==> config.mk <==
export PLATFORM = sky130hd
export DESIGN_NAME = interrupt_controller
export DESIGN_NICKNAME = d
export VERILOG_FILES = /design/src/rtl/interrupt_controller.sv
export SDC_FILE = /design/constraint.sdc
export NUM_CORES = 1
export LEC_CHECK = 0
export ABC_AREA = 1
export ABC_CLOCK_PERIOD_IN_PS = 1440
export BUFFER_PORTS_ARGS = -buffer_cell sky130_fd_sc_hd__buf_2
export CAP_MARGIN = 20
export CORE_UTILIZATION = 43
export DETAILED_ROUTE_END_ITERATION = 7
export GPL_ROUTABILITY_DRIVEN = 0
export PLACE_DENSITY_LB_ADDON = 0.05
export SKIP_LAST_GASP = 1
export SLEW_MARGIN = 10
export SYNTH_ARGS = -nofsm -noshare
export SYNTH_HDL_FRONTEND = slang
export SYNTH_SLANG_ARGS = --single-unit
==> constraint.sdc <==
create_clock -name Clock -period 1.44 [get_ports Clock]
set_input_delay 0.216 -clock Clock [delete_from_list [all_inputs] [get_ports Clock]]
set_output_delay 0.216 -clock Clock [all_outputs]
set_load 0.005 [all_outputs]
==> src/rtl/interrupt_controller.sv <==
// interrupt_controller: prioritised, edge-triggered interrupt controller.
// Synchronises request lines, arbitrates lowest-index-first and sequences one service at a time.
`default_nettype none

module interrupt_controller #(
  parameter int unsigned InterruptsNum = 2,
  parameter logic [31:0] VectorBase    = 32'h0000_0100,
  parameter logic [31:0] VectorStride  = 32'd8
) (
  input  logic                     Clock,
  input  logic                     Reset,
  input  logic [InterruptsNum-1:0] interrupt,
  input  logic                     MaskIn,
  input  logic [InterruptsNum-1:0] MaskData,
  input  logic                     IntAck,
  input  logic                     IRet,
  output logic                     IRQ,
  output logic [31:0]              IntVector,
  output logic [3:0]               IntID,
  output logic                     InService,
  output logic [InterruptsNum-1:0] Pending,
  output logic [InterruptsNum-1:0] Mask
);

  typedef enum logic [1:0] {
    IDLE    = 2'd0,
    REQUEST = 2'd1,
    SERVICE = 2'd2
  } state_t;

  state_t                   state;
  state_t                   state_next;
  logic [InterruptsNum-1:0] s1;
  logic [InterruptsNum-1:0] s2;
  logic [InterruptsNum-1:0] s3;
  logic [InterruptsNum-1:0] rise;
  logic [InterruptsNum-1:0] pending;
  logic [InterruptsNum-1:0] mask;
  logic [InterruptsNum-1:0] candidates;
  logic [InterruptsNum-1:0] id_onehot;
  logic [InterruptsNum-1:0] ack_clear;
  logic [3:0]               winner;
  logic [3:0]               int_id;
  logic                     load_id;

  assign rise       = s2 & ~s3;
  assign candidates = pending & mask;

  // Scan from the top so the lowest-index candidate is the last assignment.
  always_comb begin
    winner = 4'd0;
    for (int i = int'(InterruptsNum) - 1; i >= 0; i--) begin
      if (candidates[i]) begin
        winner = 4'(i);
      end
    end
  end

  // One-hot of the latched ID avoids indexing a narrow vector with a 4-bit index.
  always_comb begin
    id_onehot = '0;
    for (int i = 0; i < int'(InterruptsNum); i++) begin
      id_onehot[i] = (int_id == 4'(i));
    end
  end

  always_comb begin
    state_next = state;
    load_id    = 1'b0;
    ack_clear  = '0;
    case (state)
      IDLE: begin
        if (|candidates) begin
          state_next = REQUEST;
          load_id    = 1'b1;
        end
      end
      REQUEST: begin
        if (IntAck) begin
          state_next = SERVICE;
          ack_clear  = id_onehot;
        end else if (!(|(id_onehot & candidates))) begin
          state_next = IDLE;
        end
      end
      SERVICE: begin
        if (IRet) begin
          state_next = IDLE;
        end
      end
      default: state_next = IDLE;
    endcase
  end

  always_ff @(posedge Clock) begin
    if (!Reset) begin
      state   <= IDLE;
      s1      <= '0;
      s2      <= '0;
      s3      <= '0;
      pending <= '0;
      mask    <= '0;
      int_id  <= 4'd0;
    end else begin
      state   <= state_next;
      s1      <= interrupt;
      s2      <= s1;
      s3      <= s2;
      // A new edge overrides a same-cycle acknowledge on the same bit.
      pending <= (pending & ~ack_clear) | rise;
      if (MaskIn) begin
        mask <= MaskData;
      end
      if (load_id) begin
        int_id <= winner;
      end
    end
  end

  assign IRQ       = (state == REQUEST);
  assign InService = (state == SERVICE);
  assign IntID     = int_id;
  assign IntVector = VectorBase + ({28'd0, int_id} * VectorStride);
  assign Pending   = pending;
  assign Mask      = mask;

endmodule

`default_nettype wire

Yosys cells after proc, flatten, opt, wreduce, memory -nomap -nowiden. Index checks and enable logic that the tools add are counted.

Add/subtract/negate cells: 1. Multiply operators: 0. Divide/modulo/power cells: 0. $lt $le $gt $ge: 0. Equality and inequality tests: 6. Shift operators: 0. Muxes and demuxes: 11. Bitwise operators: 7. Reductions and logical operators: 5.

Operators by type and width (count): 2-bit 2-to-1 mux (6); 9-bit by 7-bit adder with 10-bit output, first input constant (1); 2-bit AND (4); 2-bit one-hot mux with 3 select lines (1); 4-bit by 1-bit equality test with 1-bit output, second input constant (1); 4-bit zero test (1); 4-bit 2-to-1 mux (1); 2-bit != test, second input constant (2); 2-bit NOT (2); 2-bit OR reduction (2); 1-bit 2-to-1 mux (3); 3-bit != test, second input constant (1); 3-bit AND reduction (1); 2-bit by 1-bit equality test with 1-bit output, second input constant (1); 2-bit equality test, second input constant (1); 2-bit zero test (1); 2-bit OR (1).

Flip-flop bits (word level): 16. Bits in latches: 0. Memory bits (writable): 0. Memory bits (read-only): 0. Bits of input ports: 9. Memories: 0.

Depth between registers and ports, before layout.
Depth after elaboration: 6. Mapped depth: 5. Gate-level depth less buffers: 5.

Worst setup path before layout. No wires, ideal clock.

Kind: register -> register. Start: register int_id[0], in the netlist IntID[0]. End: register pending[1], in the netlist Pending[1]. Library setup time: 123 ps. Arrival: 695 ps. Path slack: 622 ps. Cell stages (with the launch flop): 4. Buffers on the path: 0. Cells stage by stage: dfxtp_1 > inv_1 > nor3_1 > o22ai_1.

Word-level cells in the longest chain between the ends: 6.

RTL lines: start, declared (RTL line 43) `logic [3:0] int_id;`; start signal, assigned (RTL line 115) `int_id <= winner;`; 4-bit by 1-bit equality test with 1-bit output (RTL line 63) `id_onehot[i] = (int_id == 4'(i));`; 2-bit 2-to-1 mux (RTL line 79) `if (IntAck) begin`; 2-bit 2-to-1 mux (RTL line 71) `case (state)`; 2-bit NOT (RTL line 110) `pending <= (pending & ~ack_clear) | rise;`; 2-bit AND (RTL line 110); 2-bit OR (RTL line 110); end signal, assigned (RTL line 110); end, declared (RTL line 37) `logic [InterruptsNum-1:0] pending;`.

Every way passes these cells. A chain may end at the register's enable or synchronous reset.

Worst setup path after layout.
Start: register state[1]. End: output port IRQ.

Word-level cells in the longest chain between the ends: 1.

RTL lines: start, declared (RTL line 31) `state_t state;`; start signal, assigned (RTL line 105) `state <= state_next;`; 2-bit by 1-bit equality test with 1-bit output (RTL line 120) `assign IRQ = (state == REQUEST);`; end, declared (RTL line 17) `output logic IRQ,`.

Every way passes these cells.

==> impl_table.tex <==
\begin{tabular}{lr}
\hline
Metric & Value \\
\hline
\multicolumn{2}{l}{\textbf{Timing}} \\
\quad Worst-case clock skew & 0.008698 ns \\
\quad Maximum clock frequency & between 900 and 1000 MHz \\
\quad Final worst setup slack & $\sim$0.33 ns \\
\quad Final Setup Violations & 0 \\
\quad Final sum of negative setup slack & 0 ns \\
\quad Total count of hold-check failures in the final report & 0 \\
\quad Final cycle utilization of the critical path & 0.7686 \\
\quad Max-slew violation total from the final report & 0 \\
\quad Min Tclk post-route & roughly 1.1 ns \\
\quad Unrepaired setup endpoints after global routing & no \\
\multicolumn{2}{l}{\textbf{Critical path}} \\
\quad Endpoint class of the critical path & output pin \\
\quad Arrival time at the worst endpoint & 0.89 ns \\
\quad Critical Path Source & state[1] \\
\quad Path type of the worst setup path & flop to output pin \\
\quad Slowest cell on the critical path & sky130\_fd\_sc\_hd\_\_dfxtp\_1 \\
\quad Req. time, crit path & roughly 1.2 ns \\
\quad Category of the worst setup path launch point & flop \\
\quad Worst flop-to-flop path startpoint & IntID[0] \\
\quad Stage delay of the slowest cell on the critical path & around 0.32 ns \\
\quad Cells along the critical path & inv\_2 -> nand2\_2 -> inv\_1 -> buf\_2 \\
\quad Max FO, Critical Path & 4 \\
\multicolumn{2}{l}{\textbf{Worst hold path}} \\
\quad HP Start & interrupt[0] \\
\quad Worst hold path type & primary input to flop \\
\multicolumn{2}{l}{\textbf{Job}} \\
\quad Maxcap violations & 0 \\
\multicolumn{2}{l}{\textbf{Power and ir drop}} \\
\quad PwrDens & roughly 920 mW/mm\^{}2 \\
\quad Share of total power consumed by net switching & 0.2436 \\
\quad Highest ir drop seen on vdd & 0.5364 mV \\
\quad Switching power total & approximately 160 uW \\
\quad Power share of the combinational group & 0.106 \\
\quad Sequential group share of total power & 0.573 \\
\quad Int Pwr & between 500 and 600 uW \\
\quad Power share of the clock group & 0.321 \\
\quad Total chip power & between 600 and 700 uW \\
\quad Standby leakage power & between 0.0004 and 0.0005 uW \\
\multicolumn{2}{l}{\textbf{Logic synthesis}} \\
\quad Unique cell type count in the Yosys netlist & 14 \\
\quad Biggest area contributors in the synthesized netlist & sky130\_fd\_sc\_hd\_\_buf\_4 36\%, sky130\_fd\_sc\_hd\_\_dfxtp\_1 35\%, sky130\_fd\_sc\_hd\_\_nand2\_1 8.0\%, sky130\_fd\_sc\_hd\_\_inv\_1 6.5\%, sky130\_fd\_sc\_hd\_\_nor2\_1 4.0\% \\
\quad Library cell with the highest instance count after synthesis & sky130\_fd\_sc\_hd\_\_buf\_4 \\
\quad Cell taking the most area after synthesis & sky130\_fd\_sc\_hd\_\_buf\_4 \\
\quad Cells after synthesis & between 100 and 150 \\
\quad Netlist Area Pre-Place & 750.7 sq um \\
\quad Number of warnings reported in the yosys synthesis log & 0 \\
\quad Async set-or-reset flop fraction in the synthesized netlist & 0 \\
\quad Sequential area share after synthesis & 0.3467 \\
\quad Synthesized area divided by synthesized cell count & 7.360 sq um \\
\quad Yosys top cell area share & 0.3600 \\
\quad Count of flip-flops with a built-in enable after synthesis & 0 \\
\quad Post-synth top cells & 36 x sky130\_fd\_sc\_hd\_\_buf\_4, 16 x sky130\_fd\_sc\_hd\_\_nand2\_1, 13 x sky130\_fd\_sc\_hd\_\_dfxtp\_1, 13 x sky130\_fd\_sc\_hd\_\_inv\_1, 8 x sky130\_fd\_sc\_hd\_\_nor2\_1 \\
\quad Register bit count reported by yosys & 13 \\
\quad Most common flop cell mapped by yosys & sky130\_fd\_sc\_hd\_\_dfxtp\_1 \\
\multicolumn{2}{l}{\textbf{Cells and area}} \\
\quad Fraction of layout cells with a size suffix above 1 & 0.1864 \\
\quad Layout area overhead & -3.167\% \\
\quad ANT cells & 0 \\
\quad Number of nets in the final layout & about 130 \\
\quad Final standard cell area without fillers & just over 700 sq um \\
\quad Number of fillers in the final layout & around 180 \\
\quad Number of standard cells in the final layout excluding fillers & 134 \\
\multicolumn{2}{l}{\textbf{Detailed routing}} \\
\quad Via count & about 500 \\
\quad Vias per std cell & about 3.7 \\
\quad Violation count after the first detailed-routing iteration & 11 \\
\quad Residual antenna-violating net count after detailed routing & 0 \\
\quad Residual DRC count & 5 \\
\quad Routed length per instance & a little under 7 um \\
\quad Detailed-route wire length & 925 um \\
\quad Number of detailed-route iterations in the first pass & 7 \\
\multicolumn{2}{l}{\textbf{GRT}} \\
\quad Overall track demand over capacity in global routing & 0.1092 \\
\quad Antenna violations before repair & 0 \\
\quad Largest net degree at the start of global routing & 13 \\
\quad First-pass GRT wire length & about 1.4 mm \\
\quad Final global-route overflow total & 0 \\
\quad Number of global-route vias before repair & between 300 and 400 \\
\multicolumn{2}{l}{\textbf{Run status}} \\
\quad Result of the run & finished, violations left \\
\quad Violated checks & design-rule violations \\
\multicolumn{2}{l}{\textbf{Floorplanning}} \\
\quad I/O pins & slightly above 50 \\
\quad Core box area & roughly 0.0016 sq mm \\
\quad Height of the chip & approximately 44 um \\
\quad Die footprint & $\sim$0.0019 sq mm \\
\quad Starting density of the core & 0.4762 \\
\quad Number of placement rows & 14 \\
\quad Die Width & between 40 and 50 um \\
\multicolumn{2}{l}{\textbf{CTS}} \\
\quad Total of hold buffers inserted after clock tree synthesis & 0 \\
\quad Buffers inserted during post-CTS setup optimization & 0 \\
\quad Clock buffers created by TritonCTS & 3 \\
\quad Depth of the CTS H-tree & 1 \\
\quad CTS resizes & 0 \\
\quad Insertion delay to the later sink of the worst-skew pair & $\sim$0.27 ns \\
\quad TritonCTS clock tree & done \\
\quad Largest buffer count on any clock path & 2 \\
\quad Clk slew on worst S/H paths & approximately 0.070 ns \\
\quad Cell at the root of the clock tree & sky130\_fd\_sc\_hd\_\_clkbuf\_4 \\
\quad Clock sinks & 13 \\
\multicolumn{2}{l}{\textbf{Placement}} \\
\quad Post-detail-place hpwl & around 740 um \\
\quad Pre-CTS worst setup slack & roughly 0.58 ns \\
\quad Count of buffers inserted at the top-level ports & 16 \\
\quad Post-placement cell area & approximately 700 sq um \\
\quad Dpl cells & 130 \\
\hline
\end{tabular}
## power groups by stage
| stage | registers (uW) | clock network, uW | logic (uW) |
|---|---|---|---|
| 4_1_cts | 383 | 227 | 70.1 |
| 3_5_place_dp | 392 | 0 | 69.5 |
| 5_1_grt | 385 | 250 | 83.5 |
| 6_report | 383 | 215 | 70.8 |
| 2_1_floorplan | 391 | 0 | 113 |
| 3_3_place_gp | 391 | 0 | 69.3 |
## kinds of logic after synthesis
kind of cell | Yosys count | synth area share
other | 2 | 0.01000
flip-flops | 13 | 0.3467
AO/OA/AOI/OAI | 7 | 0.04999
buffers and inverters | 50 | 0.4300
AND/OR/NAND/NOR | 30 | 0.1633
## area by class of cell
cell class	count	area, sq um	area share
inverter	14	52.55	0.07229
clock buffer	4	26.28	0.03614
multi-input combinational	71	287.8	0.3959
tap	16	20.02	0.02754
sequential	13	260.3	0.3580
timing repair buffer	16	80.08	0.1102
## routing by layer
metal  wire [um]  share of wire  global-route usage  vias to the layer above
met5           0              0                   0                        -
met4           9         0.0097             0.07500                        0
met3         107           0.12             0.07500                        2
met2         427           0.46              0.1612                       34
met1         380           0.41              0.1094                      201
li1            -              -                   -                      264
## through the flow
step / utilization / hold WS (ns)
2_1_floorplan: - / 0.3136
3_3_place_gp: 0.4444 / 0.3949
3_5_place_dp: 0.4444 / 0.3987
4_1_cts: 0.4611 / 0.1202
5_1_grt: 0.4611 / 0.1125
6_report: 0.4611 / 0.1287
## final timing paths
kind / end / slack (ns) / cells past startpoint
max reg2reg: Pending[1] / 0.58 / 3
min: s1[0] / 0.13 / 3
min reg2reg: s2[1] / 0.41 / 2
max: IRQ / 0.33 / 4
## sequential cells by signal, indices dropped and copies added, names as in the netlist
register / cells
IntID: 1
Mask: 2
Pending: 2
s1: 2
s2: 2
s3: 2
state: 2
## critical path: cells and delay by family, from the launching register on
kind | cells | cell delay, ns
buffers and inverters | 3 | 0.22
DFF | 1 | 0.32
and+or+nand+nor | 1 | 0.08
## placed cells by master, fill, tap and decap left out
cell type,instances
sky130_fd_sc_hd__nor2_1,8
sky130_fd_sc_hd__o21ai_0,3
sky130_fd_sc_hd__nor3_1,2
sky130_fd_sc_hd__nand3_1,2
sky130_fd_sc_hd__conb_1,34
sky130_fd_sc_hd__o22ai_1,2
sky130_fd_sc_hd__nand2_1,16
sky130_fd_sc_hd__a21oi_1,2
sky130_fd_sc_hd__inv_2,1
sky130_fd_sc_hd__buf_2,16
sky130_fd_sc_hd__clkbuf_4,3
sky130_fd_sc_hd__nor2_2,1
sky130_fd_sc_hd__inv_1,13
sky130_fd_sc_hd__clkbuf_1,1
sky130_fd_sc_hd__nand2_2,1
sky130_fd_sc_hd__dfxtp_1,13
Power figures use the tool's default switching activity.
